## config.mk

```make
export PLATFORM = sky130hd
export DESIGN_NAME = sram_port0_arbiter
export DESIGN_NICKNAME = d
export VERILOG_FILES = /design/src/rtl/sram_port0_arbiter.sv
export SDC_FILE = /design/constraint.sdc
export NUM_CORES = 1
export LEC_CHECK = 0
export ABC_AREA = 1
export CAP_MARGIN = 20
export CORE_MARGIN = 3
export CORE_UTILIZATION = 34
export DETAILED_ROUTE_END_ITERATION = 10
export PLACE_DENSITY_LB_ADDON = 0.05
export REMOVE_ABC_BUFFERS = 1
export SYNTH_ARGS = -nofsm -noshare
export SYNTH_HDL_FRONTEND = slang
export SYNTH_SLANG_ARGS = --single-unit
```

## constraint.sdc

```tcl
create_clock -name clk -period 1.9 [get_ports clk]
set_input_delay 0.57 -clock clk [delete_from_list [all_inputs] [get_ports clk]]
set_output_delay 0.57 -clock clk [all_outputs]
set_load 0.05 [all_outputs]
```

## src/rtl/sram_port0_arbiter.sv

```systemverilog
// sram_port0_arbiter
// Front end for the single read/write port (port 0) of the SRAM wrapper.
// Requester A issues single-word loads/stores; requester B issues aligned
// line-fill bursts of BURST_LEN read beats. SRAM port-0 controls are driven
// combinationally from the beat chosen this cycle (the wrapper samples them
// at the next posedge). Read data comes back through a two-stage tag pipeline
// that matches the wrapper's fixed two-cycle read latency, tagged with the
// requester id and a last-beat flag for bursts.
//
// Build option: define SRAM_ARB_RR_EN to replace the fixed A-over-B priority
// in IDLE with round-robin arbitration (a whole burst counts as one B grant).
// With the macro undefined, A always wins and B can starve.
module sram_port0_arbiter #(
    parameter int ADDR_LEN  = 10,
    parameter int WORD_SIZE = 32,
    parameter int BURST_LEN = 4
) (
    input  logic                   clk,
    input  logic                   rst,
    input  logic                   a_valid,
    output logic                   a_ready,
    input  logic                   a_we,
    input  logic [ADDR_LEN-1:0]    a_addr,
    input  logic [WORD_SIZE-1:0]   a_wdata,
    input  logic [WORD_SIZE/8-1:0] a_wmask,
    input  logic                   b_valid,
    output logic                   b_ready,
    input  logic [ADDR_LEN-1:0]    b_addr,
    output logic                   nce0,
    output logic                   nwe0,
    output logic [ADDR_LEN-1:0]    addr0,
    output logic [WORD_SIZE-1:0]   wdata0,
    output logic [WORD_SIZE/8-1:0] wmask0,
    input  logic [WORD_SIZE-1:0]   rdata0,
    output logic                   rsp_valid,
    output logic                   rsp_id,
    output logic                   rsp_last,
    output logic [WORD_SIZE-1:0]   rsp_data
);

    localparam int OFF_W  = $clog2(BURST_LEN);
    localparam int MASK_W = WORD_SIZE / 8;

    localparam logic [OFF_W-1:0]     CNT_ZERO       = {OFF_W{1'b0}};
    localparam logic [OFF_W-1:0]     CNT_ONE        = OFF_W'(32'd1);
    localparam logic [OFF_W-1:0]     CNT_LAST       = OFF_W'(BURST_LEN - 1);
    localparam logic [ADDR_LEN-1:0]  ADDR_ZERO      = {ADDR_LEN{1'b0}};
    localparam logic [ADDR_LEN-1:0]  LINE_BASE_MASK = ~(ADDR_LEN'(BURST_LEN - 1));
    localparam logic [WORD_SIZE-1:0] DATA_ZERO      = {WORD_SIZE{1'b0}};
    localparam logic [MASK_W-1:0]    MASK_ZERO      = {MASK_W{1'b0}};

    typedef enum logic [0:0] {
        ST_IDLE  = 1'b0,
        ST_BURST = 1'b1
    } state_t;

    // Line base of any address inside a BURST_LEN-aligned line.
    function automatic logic [ADDR_LEN-1:0] line_base(input logic [ADDR_LEN-1:0] addr);
        return addr & LINE_BASE_MASK;
    endfunction

    // Beat address inside a line: offset never carries into the line base.
    function automatic logic [ADDR_LEN-1:0] beat_addr(input logic [ADDR_LEN-1:0] base,
                                                      input logic [OFF_W-1:0]    off);
        return base | ADDR_LEN'(off);
    endfunction

    // FSM and burst bookkeeping
    state_t              state_r;
    state_t              state_nxt_s;
    logic [OFF_W-1:0]    cnt_r;
    logic [OFF_W-1:0]    cnt_nxt_s;
    logic [ADDR_LEN-1:0] base_r;
    logic [ADDR_LEN-1:0] base_nxt_s;

    // Arbitration
    logic                arb_open_s;
    logic                grant_a_s;
    logic                grant_b_s;

    // Port drive for the beat chosen this cycle
    logic                a_ready_s;
    logic                b_ready_s;
    logic                nce_s;
    logic                nwe_s;
    logic [ADDR_LEN-1:0] addr_s;
    logic [WORD_SIZE-1:0] wdata_s;
    logic [MASK_W-1:0]   wmask_s;

    // Tag of the beat issued this cycle (only reads carry a valid tag)
    logic                iss_rd_s;
    logic                iss_id_s;
    logic                iss_last_s;

    // Response tag pipeline and registered response outputs
    logic                s1_valid_r;
    logic                s1_id_r;
    logic                s1_last_r;
    logic                s2_valid_r;
    logic                s2_id_r;
    logic                s2_last_r;
    logic                rsp_valid_r;
    logic                rsp_id_r;
    logic                rsp_last_r;
    logic [WORD_SIZE-1:0] rsp_data_r;

    // New requests are only considered out of reset and between bursts.
    assign arb_open_s = rst && (state_r == ST_IDLE);

`ifdef SRAM_ARB_RR_EN
    // 1 when the most recent grant went to B (a full burst is one grant).
    logic last_grant_b_r;

    // Round-robin grant: on contention, favour whoever was not granted last.
    always_comb begin
        grant_a_s = 1'b0;
        grant_b_s = 1'b0;
        if (arb_open_s) begin
            if (a_valid && b_valid) begin
                grant_a_s = last_grant_b_r;
                grant_b_s = !last_grant_b_r;
            end else begin
                grant_a_s = a_valid;
                grant_b_s = b_valid;
            end
        end else begin
            grant_a_s = 1'b0;
            grant_b_s = 1'b0;
        end
    end

    // Remember which requester won the last arbitration.
    always_ff @(posedge clk) begin
        if (!rst) begin
            last_grant_b_r <= 1'b0;
        end else if (grant_a_s) begin
            last_grant_b_r <= 1'b0;
        end else if (grant_b_s) begin
            last_grant_b_r <= 1'b1;
        end else begin
            last_grant_b_r <= last_grant_b_r;
        end
    end
`else
    // Fixed priority grant: A always wins over B.
    always_comb begin
        grant_a_s = 1'b0;
        grant_b_s = 1'b0;
        if (arb_open_s) begin
            grant_a_s = a_valid;
            grant_b_s = !a_valid && b_valid;
        end else begin
            grant_a_s = 1'b0;
            grant_b_s = 1'b0;
        end
    end
`endif

    // Next-state logic and SRAM port drive for the beat issued this cycle.
    always_comb begin
        state_nxt_s = state_r;
        cnt_nxt_s   = cnt_r;
        base_nxt_s  = base_r;
        a_ready_s   = 1'b0;
        b_ready_s   = 1'b0;
        nce_s       = 1'b1;
        nwe_s       = 1'b1;
        addr_s      = ADDR_ZERO;
        wdata_s     = DATA_ZERO;
        wmask_s     = MASK_ZERO;
        iss_rd_s    = 1'b0;
        iss_id_s    = 1'b0;
        iss_last_s  = 1'b0;
        case (state_r)
            ST_IDLE: begin
                if (grant_a_s) begin
                    a_ready_s = 1'b1;
                    nce_s     = 1'b0;
                    nwe_s     = !a_we;
                    addr_s    = a_addr;
                    wdata_s   = a_wdata;
                    wmask_s   = a_wmask;
                    iss_rd_s  = !a_we;
                    iss_id_s  = 1'b0;
                end else if (grant_b_s) begin
                    // Beat 0 goes out in the accept cycle; the rest follow back to back.
                    b_ready_s   = 1'b1;
                    nce_s       = 1'b0;
                    addr_s      = line_base(b_addr);
                    base_nxt_s  = line_base(b_addr);
                    cnt_nxt_s   = CNT_ONE;
                    state_nxt_s = ST_BURST;
                    iss_rd_s    = 1'b1;
                    iss_id_s    = 1'b1;
                end else begin
                    state_nxt_s = ST_IDLE;
                end
            end
            ST_BURST: begin
                if (rst) begin
                    nce_s      = 1'b0;
                    addr_s     = beat_addr(base_r, cnt_r);
                    iss_rd_s   = 1'b1;
                    iss_id_s   = 1'b1;
                    iss_last_s = (cnt_r == CNT_LAST);
                    if (cnt_r == CNT_LAST) begin
                        cnt_nxt_s   = CNT_ZERO;
                        state_nxt_s = ST_IDLE;
                    end else begin
                        cnt_nxt_s   = cnt_r + CNT_ONE;
                        state_nxt_s = ST_BURST;
                    end
                end else begin
                    // Reset abandons the burst: no further beats leave.
                    state_nxt_s = ST_IDLE;
                end
            end
            default: begin
                state_nxt_s = ST_IDLE;
                cnt_nxt_s   = CNT_ZERO;
            end
        endcase
    end

    // FSM state, burst counter and latched line base.
    always_ff @(posedge clk) begin
        if (!rst) begin
            state_r <= ST_IDLE;
            cnt_r   <= CNT_ZERO;
            base_r  <= ADDR_ZERO;
        end else begin
            state_r <= state_nxt_s;
            cnt_r   <= cnt_nxt_s;
            base_r  <= base_nxt_s;
        end
    end

    // Two-stage tag shift aligned with the wrapper's read latency.
    always_ff @(posedge clk) begin
        if (!rst) begin
            s1_valid_r <= 1'b0;
            s1_id_r    <= 1'b0;
            s1_last_r  <= 1'b0;
            s2_valid_r <= 1'b0;
            s2_id_r    <= 1'b0;
            s2_last_r  <= 1'b0;
        end else begin
            s1_valid_r <= iss_rd_s;
            s1_id_r    <= iss_id_s;
            s1_last_r  <= iss_last_s;
            s2_valid_r <= s1_valid_r;
            s2_id_r    <= s1_id_r;
            s2_last_r  <= s1_last_r;
        end
    end

    // Registered response: capture rdata0 when a tagged read matures, else hold data.
    always_ff @(posedge clk) begin
        if (!rst) begin
            rsp_valid_r <= 1'b0;
            rsp_id_r    <= 1'b0;
            rsp_last_r  <= 1'b0;
            rsp_data_r  <= DATA_ZERO;
        end else if (s2_valid_r) begin
            rsp_valid_r <= 1'b1;
            rsp_id_r    <= s2_id_r;
            rsp_last_r  <= s2_last_r;
            rsp_data_r  <= rdata0;
        end else begin
            rsp_valid_r <= 1'b0;
            rsp_id_r    <= 1'b0;
            rsp_last_r  <= 1'b0;
            rsp_data_r  <= rsp_data_r;
        end
    end

    assign a_ready   = a_ready_s;
    assign b_ready   = b_ready_s;
    assign nce0      = nce_s;
    assign nwe0      = nwe_s;
    assign addr0     = addr_s;
    assign wdata0    = wdata_s;
    assign wmask0    = wmask_s;
    assign rsp_valid = rsp_valid_r;
    assign rsp_id    = rsp_id_r;
    assign rsp_last  = rsp_last_r;
    assign rsp_data  = rsp_data_r;

endmodule

```

==> metrics.txt <==
part of the Yosys area used for sequential elements=44.8%; H-tree levels=2; category of the worst setup path launch point=input pin; Clock Skew=0.00966 ns; via count of the first global-routing pass=between 2000 and 3000; warning count from the yosys run=0; post-synthesis register bit count=between 50 and 60; starting density of the core=around 36%; TritonCTS clock tree=built; WP buf/inv=4; fin nets=about 630; RSZ-0062 raised after global routing=true; antenna-violating nets left=0; final HPWL from detailed placement=roughly 7.0 mm; maximum number of buffers from clock root to sink=2; class of the most critical setup path=in -> out; total gr overflow=0; cell at the slowest stage of the critical path=buf_4; Period Utilization, post-route=107%; result of the run=complete, but fails checks; number of buffers created by CTS=5; Initial DRT Pass Iterations=6; number of primary I/O pins=178; pre-CTS setup slack=-0.683 ns; Period minus WS final=2.04 ns; largest net degree at the start of global routing=34; Post-CTS Hold Buffers=0; crit path capture type=output port; root buffer cell=clkbuf_8; Die Outline Area=7870 sq um; worst slack on hold paths=around 0.41 ns; Cells after DPL=~600; die outline height=88.7 microns; aggregate routed wire length=10.3 mm; placer's final routability congestion estimate=0.845; leakage power summed over all cells=2.47 nW; Worst path top cell family by delay=buffers and inverters; Arr. time, crit path=~1.5 ns; Fin. Hold Viols=0; areal power density over the cells=596 nW/um^2; maximum resistive drop on vdd=0.000315 V; Core Box Area=6490 sq um; endpoint required time on the critical path=between 1 and 1.5 ns; vias post-DR=2911; Routed WL per cell=16.7 microns; count of fill cells added during filler insertion=366; final max-slew violation count=0; Yosys cell types=18; measured slew at the worst slew-check pin=0.430 ns; detailed-route DRC error count=0; Cell Area, Synth=2320 sq um; wire length of the first global-routing pass=between 15 and 20 mm; number of maximum-capacitance constraint violations=0; quantity of I/O buffers inserted on ports=175; ratio of routed vias to standard cells=approximately 4.7; CTS sink count=52; critical path's largest stage delay=around 0.18 ns; fraction of final layout cells with drive strength greater than 1=a little under two fifths; n_diodes=0; crit path max fanout=6; Die X-Extent=88.7 microns; row count=29; all-layer global routing usage=26.0%; violated checks=setup timing; DRT iter0 DRCs=95; highest clock rate=between 400 and 500 MHz; number of antenna violations at the first check in global routing=0; worst slew margin relative to its limit=71.3%; post-layout total power=between 0.003 and 0.004 W; number of instances in the synthesized netlist=333; worst-case setup margin in the final layout=-0.139 ns; worst min-delay path category=reg -> reg; Worst-path clk slew=about 0.090 ns; later-pin clock latency in the skew report=0.31 ns; final setup fails=49; worst path cell trace=buf_8, buf_6, nand2_4, nor2_4, buf_4, nand2_1, nand3_1, buf_12; area added between synthesis and finish=133%; non-filler instance count after layout=616; post-synthesis area per instance=around 7.0 sq um
Yosys cell counts:
master	count	area, sq um
nor2_1	75	282
dfxtp_1	52	1040
inv_1	50	188
nand2_1	42	158
o21ai_0	36	180
nor2_2	31	194
nand3_1	18	90.1
a21oi_1	8	40.0
clkbuf_1	6	22.5
buf_2	4	20.0
buf_6	4	45.0
buf_4	1	7.51
clkinv_1	1	3.75
ha_1	1	12.5
inv_2	1	3.75
nand2_2	1	6.26
nand2_4	1	11.3
nor2_8	1	20.0
tightest hold or removal path, delay by kind of cell, from the launching register on:
| kind | cells | cell delay, ns |
|---|---|---|
| DFF | 1 | 0.31 |
| buffers and inverters | 1 | 0.04 |
| and+or+nand+nor | 1 | 0.03 |
sequential cells by signal (all words and copies together), names as in the netlist:
signal and count:
rsp_id 1, s1_id_r 1, s1_valid_r 1, s2_valid_r 1, s1_last_r 1, rsp_last 1
cnt_r 2, state_r 1, rsp_data 32, s2_id_r 1, s2_last_r 1, rsp_valid 1
base_r 8
logic make-up after synthesis:
logic type	synth area share [%]
AND/OR/NAND/NOR	32.7
buffers and inverters	12.5
flip-flops	44.8
AO/OA/AOI/OAI	9.47
adder cells (fa/ha/maj)	0.538
per-stage QoR:
| step | TNS, ns | util [%] | area (sq um) |
|---|---|---|---|
| 5_1_grt | -7.03 | 83.3 | 5410 |
| 4_1_cts | -3.56 | 82.0 | 5330 |
| 2_1_floorplan | -20.74 | - | 2230 |
| 3_5_place_dp | -27.10 | 72.6 | 4710 |
| 3_3_place_gp | -27.15 | 72.6 | 4710 |
| 6_report | -4.46 | 83.3 | 5410 |
placed cells by master, fill, tap and decap left out, types with 2 or more instances in the layout:
master	count
dfxtp_1	51
buf_4	64
clkinv_4	2
nand3_2	3
inv_2	2
clkbuf_8	5
buf_6	3
inv_1	46
buf_8	3
inv_4	3
nand2_1	35
clkbuf_16	2
clkdlybuf4s50_1	87
o21ai_0	34
buf_12	52
nor2_4	39
nand2_4	7
nand3_4	11
nand3_1	4
a21oi_1	8
nor2_1	67
worst paths after layout:
check / start / end / slack, ns / cells after the start
max: rst / addr0[2] / -0.14 / 8
min: s2_id_r / rsp_id / 0.41 / 2
max reg2reg: state_r / base_r[7] / 0.61 / 6
min reg2reg: s2_id_r / rsp_id / 0.41 / 2
layout make-up:
type | count | area [sq um] | share of cell area [%]
inverter | 52 | 208 | 3.84
tap | 77 | 96.3 | 1.78
timing repair buffer | 213 | 2530 | 46.8
clock buffer | 6 | 72.6 | 1.34
multi-input combinational | 214 | 1440 | 26.6
clock inverter | 2 | 16.3 | 0.301
sequential | 52 | 1040 | 19.3
power by group:
group | total, W | switching (W) | leakage, nW | internal [W]
clock | 0.000622 | 0.000360 | 0.0414 | 0.000263
combinational | 0.00139 | 0.000785 | 2.00 | 0.000604
sequential | 0.00121 | 0.0000438 | 0.427 | 0.00117
total | 0.00322 | 0.00119 | 2.47 | 0.00204
per-layer routing:
metal | GRT usage, % | wire length, microns | vias to the layer above
met4 | 8.10 | 302 | 0
met2 | 49.9 | 5600 | 135
met5 | 0 | 0 | -
li1 | - | - | 1413
met3 | 9.50 | 911 | 26
met1 | 25.6 | 3450 | 1337
what timing repair did:
action / 4_1_cts / 5_1_grt
gates resized for setup: 120 / 12
pin swaps: 13 / 5
setup buffers: 4 / 3
hold endpoints to repair: 0 / 0
gates cloned: 1 / 2
endpoints found under the setup margin: 50 / 50
Power figures use the tool's default switching activity.
